$ cat src/rtl/demux_l1a4.sv
// Four-lane time-slot demultiplexer: splits an interleaved byte stream on clk_4f
// back into four parallel lanes, publishing one complete group every four slots.
module demux_l1a4 #(
  parameter int WIDTH = 8
) (
  input  logic             clk_4f,
  input  logic             reset,
  input  logic [WIDTH-1:0] data_in,
  input  logic             valid_in,
  input  logic             sync,
  output logic [WIDTH-1:0] data_out0,
  output logic [WIDTH-1:0] data_out1,
  output logic [WIDTH-1:0] data_out2,
  output logic [WIDTH-1:0] data_out3,
  output logic             valid_out0,
  output logic             valid_out1,
  output logic             valid_out2,
  output logic             valid_out3,
  output logic             group_strobe,
  output logic             misalign
);

  logic [1:0]       slot_q, slot_d;
  logic [WIDTH-1:0] cap_q [4];
  logic [WIDTH-1:0] cap_d [4];
  logic [3:0]       cap_v_q, cap_v_d;
  logic [WIDTH-1:0] data_out_q [4];
  logic [WIDTH-1:0] data_out_d [4];
  logic [3:0]       valid_out_q, valid_out_d;
  logic             strobe_q, strobe_d;
  logic             misalign_q, misalign_d;

  logic [1:0]       eff_slot;
  logic [WIDTH-1:0] din_masked;

  always_comb begin
    eff_slot    = sync ? 2'd0 : slot_q;
    din_masked  = valid_in ? data_in : '0;
    cap_d       = cap_q;
    cap_v_d     = cap_v_q;
    data_out_d  = data_out_q;
    valid_out_d = valid_out_q;
    strobe_d    = 1'b0;
    misalign_d  = sync && (slot_q != 2'd0);

    // A sync mid-group throws away whatever was gathered after slot 0.
    if (misalign_d) begin
      for (int i = 1; i < 4; i++) begin
        cap_d[i]   = '0;
        cap_v_d[i] = 1'b0;
      end
    end

    cap_d[eff_slot]   = din_masked;
    cap_v_d[eff_slot] = valid_in;
    slot_d            = eff_slot + 2'd1;

    // Lane 3 bypasses the capture bank so the group publishes on its last slot.
    if (eff_slot == 2'd3) begin
      for (int i = 0; i < 3; i++) begin
        data_out_d[i]  = cap_q[i];
        valid_out_d[i] = cap_v_q[i];
      end
      data_out_d[3]  = din_masked;
      valid_out_d[3] = valid_in;
      strobe_d       = 1'b1;
    end
  end

  always_ff @(posedge clk_4f or negedge reset) begin
    if (!reset) begin
      slot_q      <= 2'd0;
      cap_v_q     <= 4'd0;
      valid_out_q <= 4'd0;
      strobe_q    <= 1'b0;
      misalign_q  <= 1'b0;
      for (int i = 0; i < 4; i++) begin
        cap_q[i]      <= '0;
        data_out_q[i] <= '0;
      end
    end else begin
      slot_q      <= slot_d;
      cap_v_q     <= cap_v_d;
      valid_out_q <= valid_out_d;
      strobe_q    <= strobe_d;
      misalign_q  <= misalign_d;
      for (int i = 0; i < 4; i++) begin
        cap_q[i]      <= cap_d[i];
        data_out_q[i] <= data_out_d[i];
      end
    end
  end

  assign data_out0    = data_out_q[0];
  assign data_out1    = data_out_q[1];
  assign data_out2    = data_out_q[2];
  assign data_out3    = data_out_q[3];
  assign valid_out0   = valid_out_q[0];
  assign valid_out1   = valid_out_q[1];
  assign valid_out2   = valid_out_q[2];
  assign valid_out3   = valid_out_q[3];
  assign group_strobe = strobe_q;
  assign misalign     = misalign_q;

endmodule

$ cat config.mk
export PLATFORM = sky130hd
export DESIGN_NAME = demux_l1a4
export DESIGN_NICKNAME = d
export VERILOG_FILES = /design/src/rtl/demux_l1a4.sv
export SDC_FILE = /design/constraint.sdc
export NUM_CORES = 1
export LEC_CHECK = 0
export CORE_UTILIZATION = 23
export DETAILED_ROUTE_END_ITERATION = 7
export GPL_TIMING_DRIVEN = 0
export PLACE_DENSITY = 0.4
export RECOVER_POWER = 100
export SYNTH_ARGS = -nofsm -noshare
export SYNTH_HDL_FRONTEND = slang
export SYNTH_SLANG_ARGS = --single-unit
$ cat constraint.sdc
create_clock -name clk_4f -period 1.5 [get_ports clk_4f]
set_input_delay 0.3 -clock clk_4f [delete_from_list [all_inputs] [get_ports clk_4f]]
set_output_delay 0.3 -clock clk_4f [all_outputs]
set_load 0.02 [all_outputs]
After elaboration in Yosys (flattened, before gate mapping)
Cells that the tools add are included. W data, S select, Z words.

Logic and storage cells: 35. Input port bits: 12. Flip-flop bits (word level): 76.

Add/sub/neg operators: 1. Equal/unequal tests: 1. Bitwise logic cells: 1. Reductions and logical operators: 4. Order comparisons: 4. Multiplexer cells: 11.

Operators with widths (number): $bwmux W32 (1); $mux W24 (1); $demux W8 S2 (1); $mux W8 (2); $bwmux W4 (1); $ge A3 B3 Y1 const B (1); $logic_and A1 B1 Y1 (3); $lt A2 B3 Y1 const B (1); $lt A3 B1 Y1 const B (1); $mux W3 (1); $not A2 Y3 (1); $add A2 B1 Y2 const B (1); $demux W1 S2 (1); $eq A2 B2 Y1 const B (1); $ge A2 B1 Y1 const B (1); $mux W1 (2); $mux W2 (1); $reduce_bool A2 Y1 (1).

Depth between registers and ports, before layout
Gate-level depths: netlist of run 1.

Word-level depth: 7. Depth in mapped cells: 4. Gate-level depth less buffers: 2.

Worst setup path after synthesis of run 1
OpenSTA, ideal clock, no wires.

Path type: reg-to-reg. Start: register slot_q[1]. End: register cap_q[24] (netlist name). Cell stages (with the launch flop): 5. Path slack: 204 ps. Library setup time: 125 ps. Buffers on the path: 2. Arrival: 1172 ps. Path through: dfrtp_1 buf_4 o21bai_1 buf_2 mux2_2.

Cells in the longest elaborated chain, start to end: 7.

RTL lines: start: declaration (RTL line 23) `logic [1:0] slot_q, slot_d;`; start signal: assignment (RTL line 82) `slot_q <= slot_d;`; $mux W2 * (RTL line 37) `eff_slot = sync ? 2'd0 : slot_q;`; $not A2 Y3 (not written as such) * (RTL line 54) `cap_d[eff_slot] = din_masked;`; $ge A3 B3 Y1 (not written as such) or $lt A3 B1 Y1 (tied branches) (RTL line 54); $logic_and A1 B1 Y1 (not written as such) (RTL line 54); $mux W8 (not written as such) (RTL line 54); $demux W8 S2 * (RTL line 54); $bwmux W32 * (RTL line 54); end signal: indexed assignment (RTL line 88) `cap_q[i] <= cap_d[i];`; end: declaration (RTL line 24) `logic [WIDTH-1:0] cap_q [4];`.

Mark *: on every way between the ends. The rest lies on a longest branch, timed or not. A chain may end at the register's enable or synchronous reset.

Worst setup path after layout of run 1
Start: register slot_q[1]. End: register cap_q[29] (netlist name).

Same word-level chain as after synthesis.

==> results.toml, run 1 <==
[run_status]
status = "finished, final reports clean"

[power_and_ir_drop]
seq_power_share_pct = 41.2
p_per_area_mw_per_mm2 = 1340
clockPowerShare_pct = 40.3
internal_power_uw = 3840
peakVddDrop_mv = 0.615
p_sw_uw = 1420
p_sw_share_pct = 27.0
cellLeakagePower_uw = 0.00189
combPwrFrac_pct = 18.5

[timing]
hold_violations = 0
fmax_ghz = 0.704
period_minus_slack_ps = 1420
period_share_pct = 94.7
tightest_slew_ps = 539
hold_ws_ps = 453
finalSetupViolCount = 0
finalSetupTns_ps = 0
slew_headroom_pct = 64.1
rsz0062_at_grt = "no"
clock_skew_ps = 4.46
final-max-slew-violation-count = 0

[clock_network]
clockRootBuffer = "clkbuf_16"
cts_max_level = 3
clk_path_buf_depth = 2
cts_tree = "built"
insertion_delay_ps = 330
cts_buffers = 9
cts_num_sinks = 67
clk_pin_slew_ps = 60

[logic_synthesis]
synth_cell_types = 23
ys_ff_latch = 67
synth_top_area_cell = "dfrtp_1"
syn_area_mm2 = 0.00304
synth_top_area_share_pct = 55.2
syn_area_per_cell_um2 = 14.1
ys_warn_count = 0
yosysSeqAreaShare_pct = 55.2
syn_inst = 216
syn_nets = 228
synth.area.top_cells = "dfrtp_1, mux2_4, mux2_2"

[setup_path]
worst-setup-path-type = "reg2reg"
ff2ff_path_depth = 4
r2r_start = "slot_q[1]"
crit_required_ps = 1710
r2r_end = "cap_q[29]"
rrSetupSlack_ps = 80
cp_data_arrival_time_ps = 1630
cp_max_fo = 10
end_kind = "register"
critPathLaunchType = "register"

[die]
fp-row-count = 41
die_y_um = 117
die_area_mm2 = 0.0137
core-area_mm2 = 0.0127
num_io_pins = 50
die_w_um = 117
initial_utilization_pct = 23.9

[grt]
grt_pass1_wl_um = 11600
grt_max_degree = 50
grt_use_total_pct = 11.8
overflow = 0
grt_pass1_vias = 2093
antenna_found_initial = 0

[routing]
wl_um = 7220
drt-initial-drc-count = 87
postRouteAntennaNets = 0
via_per_inst = 4.24
vias = 1921
drt_first_pass_iters = 4
wire_per_inst_um = 15.9
drc_errors = 0

[place]
routabilityCongestion = 0.689
io_buffers = 48
dpl_cell_area_mm2 = 0.00376
dp_hpwl_um = 4930

[cells_and_area]
final_util_pct = 30.8
area_growth_pct = 28.9
drive_gt1_share_pct = 22.4
nets = 289
num_antenna_cells = 0
finalInstanceArea_mm2 = 0.00391

[job]
cap_viol_max_count = 0

[hold_path]
holdPathEnd = "data_out3[2]"
min_path_cells = 3
worst_hold_path_type = "in2reg"
hold_path.startpoint = "valid_in"
==> worst max-delay path by stage <==
stage | cells past startpoint | from | endpoint
finish | 4 | slot_q[1] | cap_q[29]
global route | 4 | slot_q[1] | cap_q[30]
CTS | 4 | slot_q[1] | cap_v_q[2]
detailed placement | 5 | sync | valid_out_q[0]
global placement | 1 | reset | data_out0[3]
floorplan | 4 | slot_q[1] | cap_q[24]
==> area by class of cell <==
| cell class | instances | area (um2) |
|---|---|---|
| fill | 1372 | 8810 |
| sequential | 67 | 1680 |
| multi-input combinational | 115 | 1090 |
| timing repair buffer | 50 | 464 |
| clock buffer | 13 | 260 |
| tap | 172 | 215 |
| buffer | 19 | 111 |
| inverter | 15 | 56.3 |
| clock inverter | 2 | 35.0 |
==> stage by stage <==
stage | instances | total power [uW] | setup slack (ps)
2_1_floorplan | 216 | 2860 | 204
3_3_place_gp | 436 | 3420 | -2430
3_5_place_dp | 437 | 3440 | -423
4_1_cts | 453 | 5460 | 54.0
5_1_grt | 453 | 5510 | 18.3
6_report | 453 | 5260 | 78.8
==> worst max-delay path, cell delays in order, from the launching register on <==
cell,delay [ps]
dfrtp_1,400
buf_4,180
o21bai_1,140
buf_4,220
mux2_2,360
==> power by group through the flow <==
stage	registers (uW)	clock network [uW]	logic [uW]
floorplan	2420	0	440
global placement	2220	0	1200
detailed placement	2220	0	1220
CTS	2180	2190	1090
global route	2200	2260	1060
finish	2170	2120	973
==> flip-flops by register name, summed over array words and instances (netlist names) <==
signal,count
slot_q,2
data_out2,8
data_out1,8
cap_v_q,3
data_out0,8
valid_out_q,4
misalign,1
group_strobe,1
data_out3,8
cap_q,24
==> cell usage after synthesis <==
cell type  instances
nand3b_1           2
a211o_1            2
o2bb2ai_1          2
mux2_2            16
o221ai_1          14
nor4bb_1           2
buf_6              4
and3b_1            2
mux2_4            29
o21bai_1           1
buf_2              8
mux2i_1            2
and2_1             8
a21oi_1            1
dfrtp_1           67
nand4b_1          14
nand2b_1           4
buf_4              1
nor2b_1            1
inv_1             15
or3b_2            14
nor2_1             1
clkbuf_1           6
==> cells by family after synthesis <==
family	synth area share [%]
compound gates	5.60
simple gates	12.6
mux	20.9
flops	55.2
buf+inv	5.64
==> cell usage in the layout, fill, tap and decap left out, drive strengths merged <==
| cell | synthesis | layout |
|---|---|---|
| nor4bb | 2 | 2 |
| dlygate4sd3 | 0 | 1 |
| dfrtp | 67 | 67 |
| buf | 13 | 12 |
| o221ai | 14 | 14 |
| o2bb2ai | 2 | 2 |
| and2 | 8 | 8 |
| or3b | 14 | 14 |
| a211o | 2 | 2 |
| and3b | 2 | 2 |
| nand3b | 2 | 2 |
| clkinv | 0 | 1 |
| nor2b | 1 | 1 |
| bufinv | 0 | 1 |
| clkdlybuf4s50 | 0 | 8 |
| o21bai | 1 | 1 |
| nand2b | 4 | 4 |
| a21oi | 1 | 1 |
| clkbuf | 6 | 22 |
| dlygate4sd2 | 0 | 39 |
| inv | 15 | 15 |
| mux2 | 45 | 45 |
| nor2 | 1 | 1 |
| mux2i | 2 | 2 |
| nand4b | 14 | 14 |
==> repair_timing <==
item / 4_1_cts / 5_1_grt
setup endpoints to repair: 76 / 2
hold endpoints to repair: 18 / 0
gates resized for setup: 40 / 2
gates cloned: 0 / 0
hold buffers: 1 / 0
setup buffers: 0 / 0
==> metal layers <==
| metal | global-route usage [%] | vias up | share of wire [%] | wire length (um) |
|---|---|---|---|---|
| met2 | 17.5 | 40 | 45 | 3250 |
| met1 | 15.6 | 963 | 48 | 3480 |
| met5 | 0 | - | 0 | 0 |
| met4 | 4.81 | 0 | 1.6 | 117 |
| li1 | - | 907 | - | - |
| met3 | 4.12 | 11 | 5.1 | 369 |
Power figures use the tool's default switching activity.
==> run 2, diff against run 1 <==
--- a/config.mk
+++ b/config.mk
@@ -13,3 +13,4 @@
 export SYNTH_ARGS = -nofsm -noshare
 export SYNTH_HDL_FRONTEND = slang
 export SYNTH_SLANG_ARGS = --single-unit
+export TNS_END_PERCENT = 30
==> results of run 2 <==
Same layout as run 1: the final DEF is identical, and so are final timing and power.
